File: src/rtl/skip_counter_reg.sv
// Modulo sequence/slot counter with hold/inc/dec/load commands, an optional
// skipped value, wrap or saturate boundary handling and clear on a status rise.
module skip_counter_reg #(
    parameter int unsigned WIDTH    = 2,
    parameter int unsigned MOD_VAL  = 4,
    parameter int unsigned SKIP_EN  = 1,
    parameter int unsigned SKIP_VAL = 3,
    parameter int unsigned SAT_MODE = 0
) (
    input  logic             clk,
    input  logic             rst_n,
    input  logic             status,
    input  logic [1:0]       count,
    input  logic [WIDTH-1:0] load_data,
    output logic [WIDTH-1:0] register,
    output logic             wrap,
    output logic             sat,
    output logic             err
);

    typedef enum logic [1:0] {
        CMD_HOLD = 2'b00,
        CMD_INC  = 2'b01,
        CMD_DEC  = 2'b10,
        CMD_LOAD = 2'b11
    } cmd_e;

    // One extra bit so MOD_VAL == 2**WIDTH needs no special case.
    localparam logic [WIDTH:0] TOP   = (WIDTH+1)'(MOD_VAL - 1);
    localparam logic [WIDTH:0] MODV  = (WIDTH+1)'(MOD_VAL);
    localparam logic [WIDTH:0] SKIPV = (WIDTH+1)'(SKIP_VAL);
    localparam logic [WIDTH:0] ONE   = (WIDTH+1)'(1);
    localparam logic           SKIP_ON = (SKIP_EN != 0);
    localparam logic           SAT_ON  = (SAT_MODE != 0);

    logic [WIDTH:0] cnt_q, cnt_d;
    logic           status_q;
    logic           wrap_d, sat_d, err_d;
    logic           rise;
    cmd_e           cmd;

    logic [WIDTH:0] inc_a, inc_b, dec_a, dec_b, ld_ext;
    logic           inc_skip, dec_skip, inc_x, dec_x, load_ok;

    assign register = cnt_q[WIDTH-1:0];
    assign rise     = status & ~status_q;
    assign cmd      = cmd_e'(count);

    // Single step, then a second step in the same direction if the first lands on the skip value.
    always_comb begin
        inc_a    = (cnt_q == TOP) ? '0 : cnt_q + ONE;
        inc_skip = SKIP_ON && (inc_a == SKIPV);
        inc_b    = (inc_a == TOP) ? '0 : inc_a + ONE;
        inc_x    = (cnt_q == TOP) || (inc_skip && (inc_a == TOP));

        dec_a    = (cnt_q == '0) ? TOP : cnt_q - ONE;
        dec_skip = SKIP_ON && (dec_a == SKIPV);
        dec_b    = (dec_a == '0) ? TOP : dec_a - ONE;
        dec_x    = (cnt_q == '0) || (dec_skip && (dec_a == '0));

        ld_ext   = {1'b0, load_data};
        load_ok  = (ld_ext < MODV) && !(SKIP_ON && (ld_ext == SKIPV));
    end

    always_comb begin
        cnt_d  = cnt_q;
        wrap_d = 1'b0;
        sat_d  = 1'b0;
        err_d  = 1'b0;
        if (rise) begin
            cnt_d = '0;
        end else if (!status) begin
            unique case (cmd)
                CMD_HOLD: cnt_d = cnt_q;
                CMD_INC: begin
                    if (inc_x && SAT_ON) begin
                        sat_d = 1'b1;
                    end else begin
                        cnt_d  = inc_skip ? inc_b : inc_a;
                        wrap_d = inc_x;
                    end
                end
                CMD_DEC: begin
                    if (dec_x && SAT_ON) begin
                        sat_d = 1'b1;
                    end else begin
                        cnt_d  = dec_skip ? dec_b : dec_a;
                        wrap_d = dec_x;
                    end
                end
                CMD_LOAD: begin
                    if (load_ok) cnt_d = ld_ext;
                    else         err_d = 1'b1;
                end
                default: cnt_d = cnt_q;
            endcase
        end
    end

    always_ff @(posedge clk or negedge rst_n) begin
        if (!rst_n) begin
            cnt_q    <= '0;
            status_q <= 1'b0;
            wrap     <= 1'b0;
            sat      <= 1'b0;
            err      <= 1'b0;
        end else begin
            cnt_q    <= cnt_d;
            status_q <= status;
            wrap     <= wrap_d;
            sat      <= sat_d;
            err      <= err_d;
        end
    end

endmodule

File: config.mk
export PLATFORM = sky130hd
export DESIGN_NAME = skip_counter_reg
export DESIGN_NICKNAME = d
export VERILOG_FILES = /design/src/rtl/skip_counter_reg.sv
export SDC_FILE = /design/constraint.sdc
export NUM_CORES = 1
export LEC_CHECK = 0
export ABC_AREA = 0
export BUFFER_PORTS_ARGS = -buffer_cell sky130_fd_sc_hd__buf_2
export CORE_AREA = 5 5 42 44
export DETAILED_ROUTE_END_ITERATION = 8
export DIE_AREA = 0 0 47 49
export MAX_ROUTING_LAYER = met4
export REMOVE_ABC_BUFFERS = 1
export SLEW_MARGIN = 20
export SYNTH_ARGS = -nofsm -noshare
export SYNTH_HDL_FRONTEND = slang
export SYNTH_SLANG_ARGS = --single-unit
File: constraint.sdc
create_clock -name clk -period 3.4 [get_ports clk]
set_clock_uncertainty 0.2 [all_clocks]
set_input_delay 0.34 -clock clk [delete_from_list [all_inputs] [get_ports clk]]
set_output_delay 0.34 -clock clk [all_outputs]
set_load 0.02 [all_outputs]
==> results of run 1 <==
layout by cell type, fill, tap and decap left out:
cell,netlist,final
nor2_1,4,4
a32oi_1,2,2
nand3b_1,1,1
o21ai_0,5,5
conb_1,1,1
or4_1,1,1
nand2_1,3,3
clkbuf_4,0,3
a41oi_1,1,1
nand3_1,3,3
buf_2,0,10
a222oi_1,1,1
inv_2,1,1
nand4_1,1,1
or3_1,1,1
nor2b_1,1,1
dlygate4sd3_1,0,1
maj3_1,1,1
dfrtp_1,6,6
inv_1,5,5
a21oi_1,2,2
maj3_2,1,1
or2b_1,1,1
nor3b_1,2,2
nand2b_1,1,1
ha_1,7,7
repair_timing:
| item | 4_1_cts | 5_1_grt |
|---|---|---|
| hold buffers | 1 | 0 |
| endpoints found under the hold margin | 6 | 0 |
| setup buffers | 0 | 0 |
layer usage:
metal | share of wire [%] | up-vias | global-route usage [%] | wire length, um
met1 | 47 | 178 | 12.9 | 456
met3 | 12 | 0 | 6.64 | 112
li1 | - | 213 | - | -
met5 | 0 | - | - | 0
met4 | 0 | 0 | 2.76 | 0
met2 | 41 | 21 | 12.2 | 393
flip-flops by register name (all words and copies together) (netlist names):
signal / cells
cnt_q: 3
err: 1
status_q: 1
wrap: 1
how the worst max path moves through the flow:
stage,slack [ps],end
after floorplan,1260,cnt_q[0]
after global routing,1180,cnt_q[0]
after detailed placement,1250,cnt_q[0]
after global placement,1330,cnt_q[0]
final,1260,cnt_q[0]
after CTS,1250,cnt_q[0]
final cells by class:
class	count	area [um^2]	share of cell area (%)
multi-input combinational	40	288	51.1
sequential	6	150	26.7
timing repair buffer	11	60.1	10.7
clock buffer	3	22.5	4.00
inverter	6	22.5	4.00
tap	16	20.0	3.56
where the power goes:
group	internal, uW	switching [uW]
sequential	79.8	10.8
clock	39.8	23.6
combinational	50.1	60.4
total	170	94.8
stage by stage:
step,hold WS [ps],worst slack (ps),cell area (um^2),instances
finish,61.7,1260,563,82
global route,59.5,1180,563,82
CTS,59.8,1250,563,82
detailed placement,-31.3,1250,531,78
global placement,-32.0,1330,531,78
floorplan,-156,1260,460,52
worst register-to-register path: cells and delay by family (launching register included):
kind,cells,cell delay (ps)
AND/OR/NAND/NOR,1,390
adder cells (fa/ha/maj),2,690
flip-flops,1,450
buffers and inverters,1,110
AO/OA/AOI/OAI,1,210
cell families (layout without fill, tap and decap cells):
kind of cell	after synthesis	after routing	synth area share, %
compound gates	11	11	14.8
fa+ha+maj	9	9	22.5
buf+inv	9	20	9.33
flops	6	6	31.1
other cells	1	1	0.776
simple gates	19	19	21.5
==> flow_metrics.py, run 1 <==
metrics = {
    "logic_synthesis": {
        "syn_inst": 55,
        "synth_edf_count": 0,
        "synth_top_area_share_pct": 31.1,
        "yosys.cell_count.top_type": "ha_1",
        "ys_warn_count": 0,
        "synth_area_leaders": "dfrtp_1, ha_1, o21ai_0",
        "yosys_most_used_dff": "dfrtp_1",
        "ys_seq_area_share_pct": 31.1,
        "yosysTopAreaCell": "dfrtp_1",
        "synth_area_per_cell_um2": 8.78,
        "async_flop_share_pct": 100,
        "synth-seq-cells": 6,
        "netlist_top_cells_count": "ha_1, dfrtp_1, inv_1, o21ai_0, nor2_1",
        "ys_types": 24,
        "syn_area_um2": 483,
    },
    "clock_tree": {
        "clkSinkCount": 6,
        "numCtsBuffers": 3,
        "cts-root-buf": "clkbuf_4",
        "clock_latency_ps": 240,
        "cts_tree": "built",
        "cts.htree.levels": 1,
        "clk_pin_slew_worst_paths_ps": 40,
        "cts-resized-gates": 0,
        "clock_path_buffers": 2,
    },
    "placement": {
        "numPortBuffers": 10,
        "gp_congestion": 0.689,
        "dpl.hpwl_um": 773,
    },
    "setup_path": {
        "cp_data_arrival_time_ps": 2100,
        "worst_setup_path_start_kind": "flop",
        "path_max_fanout": 8,
        "required_ps": 3360,
        "crit_chain": "inv_1 -> ha_1 -> maj3_2 -> or4_1 -> a32oi_1",
        "critPathMaxStageDelay_ps": 450,
        "crit_slowest_cell": "dfrtp_1",
        "reg2reg_to": "cnt_q[0]",
        "crit_buf_inv": 1,
        "worstRegToRegCells": 5,
        "cp.depth": 5,
        "critical_path_class": "flop to flop",
        "reg2reg_from": "cnt_q[0]",
        "regToRegSetupSlack_ps": 1260,
        "cp-startpoint": "cnt_q[0]",
        "crit_path_end_kind": "flop",
        "cp_top_family": "adder cells",
    },
    "cells_and_area": {
        "areaGrowthSynthToFinish_pct": 16.6,
        "fillCellCount": 148,
        "finalCoreUtilization_pct": 40.2,
        "insertedDiodeCount": 0,
        "nNetsFinal": 82,
        "post_route_cells_drive_above_1_share_pct": 22.7,
    },
    "route": {
        "drt.antenna.violating_nets": 0,
        "initialDrtViolationCount": 18,
        "routedWlPerCell_um": 11.7,
        "dr.pass1.iters": 4,
        "wl_um": 962,
        "via_per_inst": 5.02,
        "drc_errors": 0,
        "num_vias": 412,
    },
    "timing": {
        "hold_viol": 0,
        "setup_violations": 0,
        "slew_violations": 0,
        "post-route-period-util_pct": 62.9,
        "grt_setup_unrepaired": "false",
        "max_freq_ghz": 0.467,
        "fin_crit_ps": 2140,
        "fin_setup_tns_ps": 0,
    },
    "min_path": {
        "holdPathStages": 1,
        "min_from": "status",
        "min_delay_worst_endpoint": "status_q",
        "hp-class": "primary input to flop",
    },
    "pwr": {
        "p_leak_uw": 0.000277,
        "pwr_density_cell_mw_per_mm2": 470,
        "peakVddDrop_uv": 266,
        "power_uw": 264,
    },
    "flow_run": {
        "maxCapViolCount": 0,
    },
    "global_routing": {
        "grt_usage_pct": 9.86,
        "antenna_found_initial": 0,
        "grt_max_degree": 9,
        "grt_pass1_vias": 369,
        "grt_pass1_wl_um": 1580,
        "overflow": 0,
    },
    "floorplanning": {
        "die-area_mm2": 0.00230,
        "core_mm2": 0.00140,
        "die_y_um": 49,
        "num_rows": 14,
        "die_w_um": 47,
        "start_util_pct": 34.5,
        "io_pins": 12,
    },
    "status": {
        "status": "finished, final reports clean",
    },
}
Note: power is estimated with default switching activity, not from simulation.
==> run 2, diff against run 1 <==
- clock period: 3.4 -> 1.91 ns (I/O delays scaled with it)
==> flow_metrics.py, run 2 (synthesis gave the netlist of run 1 again) <==
metrics = {
    "floorplanning": {
        "die-area_mm2": 0.00230,
        "core_mm2": 0.00140,
        "start_util_pct": 34.5,
        "io_pins": 12,
        "num_rows": 14,
        "die_w_um": 47,
        "die_y_um": 49,
    },
    "route": {
        "dr.pass1.iters": 4,
        "via_per_inst": 5.04,
        "routedWlPerCell_um": 11.7,
        "wl_um": 1050,
        "initialDrtViolationCount": 6,
        "drc_errors": 0,
        "num_vias": 454,
        "drt.antenna.violating_nets": 0,
    },
    "pwr": {
        "peakVddDrop_uv": 454,
        "power_uw": 547,
        "pwr_density_cell_mw_per_mm2": 831,
        "p_leak_uw": 0.000316,
    },
    "placement": {
        "place_area_um2": 583,
        "numPortBuffers": 10,
        "dpl.hpwl_um": 816,
        "gp_congestion": 0.758,
    },
    "timing": {
        "slew_violations": 0,
        "setup_violations": 0,
        "timing.hold.ws_ps": 30.6,
        "hold_viol": 0,
        "post-route-period-util_pct": 98.3,
        "max_freq_ghz": 0.533,
        "fin_setup_tns_ps": 0,
        "grt_setup_unrepaired": "true",
        "fin_crit_ps": 1880,
    },
    "setup_path": {
        "worstRegToRegCells": 5,
        "worst_setup_path_start_kind": "flop",
        "crit_slowest_cell": "or4_1",
        "path_max_fanout": 6,
        "worstSetupEndpoint": "cnt_q[0]",
        "cp.depth": 5,
        "regToRegSetupSlack_ps": 30,
        "critical_path_class": "flop to flop",
        "cp-startpoint": "cnt_q[1]",
        "reg2reg_from": "cnt_q[1]",
        "cp_data_arrival_time_ps": 1840,
        "crit_path_end_kind": "flop",
        "crit_buf_inv": 1,
        "crit_chain": "inv_1 -> ha_4 -> maj3_2 -> or4_1 -> a32oi_1",
        "cp_top_family": "adder cells",
        "reg2reg_to": "cnt_q[0]",
        "critPathMaxStageDelay_ps": 390,
        "required_ps": 1870,
    },
    "cells_and_area": {
        "fillCellCount": 138,
        "areaGrowthSynthToFinish_pct": 36.3,
        "top_register": "cnt_q",
        "post_route_cells_drive_above_1_share_pct": 35.1,
        "final_cell_mix": "buf_2, dfrtp_1, buf_4",
        "insertedDiodeCount": 0,
        "stdcell_area_um2": 658,
        "largest_reg_flops": 3,
        "finalCoreUtilization_pct": 47.0,
        "nNetsFinal": 90,
        "layout_commonest_cell": "buf_2",
    },
    "min_path": {
        "hp-class": "primary input to flop",
    },
    "global_routing": {
        "antenna_found_initial": 0,
        "grt_util_met2_pct": 14.5,
        "grt_pass1_wl_um": 1780,
        "grt_max_degree": 9,
        "grt_pass1_vias": 419,
        "gr-usage-met3_pct": 4.43,
        "overflow": 0,
        "met1_usage_pct": 15.0,
        "grt_usage_pct": 10.6,
        "grt_most_used_layer": "met1",
    },
    "status": {
        "status": "finished, final reports clean",
    },
    "clock_tree": {
        "post-cts-setup-buffers": 0,
        "cts-root-buf": "clkbuf_4",
        "cts_tree": "built",
        "numCtsBuffers": 3,
        "clk_pin_slew_worst_paths_ps": 40,
        "clock_path_buffers": 2,
        "cts.htree.levels": 1,
        "clkSinkCount": 6,
        "clock_latency_ps": 240,
    },
    "flow_run": {
        "maxCapViolCount": 0,
    },
}
-- run 2: metrics by stage --
stage	instances	setup WS (ps)
after floorplan	52	-231
after global placement	85	-6.28
after detailed placement	85	-39.3
after CTS	90	1.88
after global routing	90	-74.7
final	90	32.3
-- run 2: timing repair --
action / 4_1_cts / 5_1_grt
cloned: 0 / 0
gates resized for setup: 2 / 5
endpoints found under the setup margin: 1 / 3
hold endpoints to repair: 9 / 0
hold buffers: 2 / 0
pin swaps: 1 / 1
-- run 2: routing by layer --
layer | part of all wire, % | vias to the layer above
met4 | 0 | 0
li1 | - | 231
met2 | 48 | 17
met3 | 7.2 | 0
met1 | 45 | 206
met5 | 0 | -
-- run 2: layout make-up --
| class | instances | area, um^2 | area share (%) |
|---|---|---|---|
| tap | 16 | 20.0 | 3.04 |
| inverter | 6 | 22.5 | 3.42 |
| timing repair buffer | 19 | 126 | 19.2 |
| multi-input combinational | 40 | 317 | 48.1 |
| sequential | 6 | 150 | 22.8 |
| clock buffer | 3 | 22.5 | 3.42 |
-- run 2: worst register-to-register path: stages, from the launching register on --
cell and delay [ps]:
dfrtp_1 370, inv_1 110, ha_4 230, maj3_2 300, or4_1 390, a32oi_1 200
-- run 2: worst min-delay path by stage --
stage | startpoint | to | slack, ps | depth (start not counted)
after global routing | load_data[1] | err | 50 | 3
after floorplan | rst_n | cnt_q[0] | -300 | 0
after detailed placement | rst_n | cnt_q[1] | -180 | 1
after global placement | rst_n | cnt_q[1] | -180 | 1
after CTS | load_data[1] | err | 20 | 3
final | load_data[1] | err | 30 | 3
-- run 2: power by group --
part	internal [uW]	leakage (uW)	switching, uW
clock	70.7	0.0000138	40.6
combinational	144	0.000224	140
sequential	142	0.0000781	9.07
total	357	0.000316	190
==> run 3, diff against run 2 <==
- clock period: 1.91 -> 2.45 ns (I/O delays scaled with it)
==> flow_metrics.py, run 3 (synthesis gave the netlist of run 1 again) <==
metrics = {
    "setup_path": {
        "required_ps": 2410,
        "critical_path_class": "flop to flop",
        "worst_setup_path_start_kind": "flop",
        "crit_path_end_kind": "flop",
        "cp_data_arrival_time_ps": 2100,
        "path_max_fanout": 8,
    },
    "floorplanning": {
        "io_pins": 12,
        "start_util_pct": 34.5,
        "die_w_um": 47,
        "num_rows": 14,
        "die_y_um": 49,
        "core_mm2": 0.00140,
        "die-area_mm2": 0.00230,
    },
    "clock_tree": {
        "clk_pin_slew_worst_paths_ps": 40,
        "clock_path_buffers": 2,
        "cts_tree": "built",
        "clkSinkCount": 6,
        "post-cts-setup-buffers": 0,
        "numCtsBuffers": 3,
        "cts.htree.levels": 1,
        "clock_latency_ps": 250,
        "cts-root-buf": "clkbuf_4",
    },
    "pwr": {
        "p_int_uw": 237,
        "peakVddDrop_uv": 399,
        "p_comb_share_pct": 41.8,
        "p_clk_share_pct": 24.2,
        "swShare_pct": 36.4,
        "pwr_density_cell_mw_per_mm2": 649,
        "power_frac_seq_pct": 34.0,
        "net-switching-power_uw": 135,
        "p_leak_uw": 0.000281,
    },
    "global_routing": {
        "grt_max_degree": 9,
        "antenna_found_initial": 0,
        "grt_pass1_vias": 365,
        "overflow": 0,
        "grt_usage_pct": 9.78,
        "grt_pass1_wl_um": 1540,
    },
    "cells_and_area": {
        "post_route_cells_drive_above_1_share_pct": 22.4,
        "final_cell_mix": "buf_2, ha_1, dfrtp_1",
        "nNetsFinal": 83,
        "layout_commonest_cell": "buf_2",
        "areaGrowthSynthToFinish_pct": 18.7,
        "top_register": "cnt_q",
        "largest_reg_flops": 3,
        "finalCoreUtilization_pct": 40.9,
        "insertedDiodeCount": 0,
    },
    "route": {
        "routedWlPerCell_um": 12.4,
        "wl_um": 1030,
        "dr.pass1.iters": 4,
        "drc_errors": 0,
        "drt.antenna.violating_nets": 0,
        "num_vias": 436,
        "via_per_inst": 5.25,
        "initialDrtViolationCount": 19,
    },
    "timing": {
        "hold_viol": 0,
        "slew_violations": 0,
        "fin_setup_tns_ps": 0,
        "post-route-period-util_pct": 87.3,
        "fin_crit_ps": 2140,
        "setup_violations": 0,
        "max_freq_ghz": 0.467,
        "grt_setup_unrepaired": "false",
    },
    "placement": {
        "gp_congestion": 0.689,
        "numPortBuffers": 10,
        "dpl.hpwl_um": 824,
    },
    "flow_run": {
        "maxCapViolCount": 0,
    },
    "status": {
        "status": "finished, final reports clean",
    },
    "min_path": {
        "hp-class": "primary input to flop",
    },
}
## run 3: changes by cell type in the layout (fill, tap and decap cells not counted)
cell     previous run  this run
ha_4                2         0
buf_6               1         0
o21ai_1             1         0
buf_4               6         0
o21ai_0             4         5
a21oi_1             1         2
inv_1               4         5
a21oi_2             1         0
inv_2               2         1
ha_1                5         7
## run 3: critical path: stages (launching register included)
cell and delay (ps):
dfrtp_1 450, inv_1 110, ha_1 370, maj3_2 310
or4_1 390, a32oi_1 210
## run 3: area by class of cell
cell class                 instances  area [um^2]
sequential                         6          150
multi-input combinational         40          288
tap                               16         20.0
timing repair buffer              12         70.1
clock buffer                       3         22.5
inverter                           6         22.5
fill                             148          828
## run 3: path summary, 6_finish.rpt
| path | slack [ps] | to | from | depth (start not counted) |
|---|---|---|---|---|
| max in group asynchronous | 1750 | wrap | rst_n | 2 |
| hold / removal | 100 | err | load_data[1] | 3 |
| setup / recovery | 310 | cnt_q[0] | cnt_q[0] | 5 |
| setup reg to reg | 310 | cnt_q[0] | cnt_q[0] | 5 |
| min in group asynchronous | 150 | cnt_q[0] | rst_n | 2 |
| hold reg to reg | 380 | cnt_q[1] | cnt_q[1] | 2 |
## run 3: metal layers
layer / vias to the layer above / GRT usage (%) / part of all wire (%)
met5: - / - / 0
met1: 198 / 11.8 / 46
met2: 19 / 13.1 / 43
met3: 4 / 5.54 / 9.4
li1: 215 / - / -
met4: 0 / 4.15 / 1.6
## run 3: timing repair
item,in CTS,in global routing
gates resized for setup,0,0
endpoints found under the hold margin,7,0
hold buffers,2,0
## run 3: power groups by stage
stage	Clock (uW)	Sequential (uW)	Combinational, uW
after floorplan	0	134	103
after global placement	0	127	149
after detailed placement	0	128	153
after CTS	95.5	127	155
after global routing	105	128	168
final	90.2	126	156
## run 3: through the flow
stage	setup WS [ps]	cells	total power, uW	hold slack, ps	cell area, um^2
3_5_place_dp	286	78	281	-124	531
6_report	311	83	372	96.2	573
5_1_grt	240	83	401	93.4	573
4_1_cts	288	83	377	90.5	573
2_1_floorplan	309	52	238	-251	460
3_3_place_gp	378	78	276	-127	531
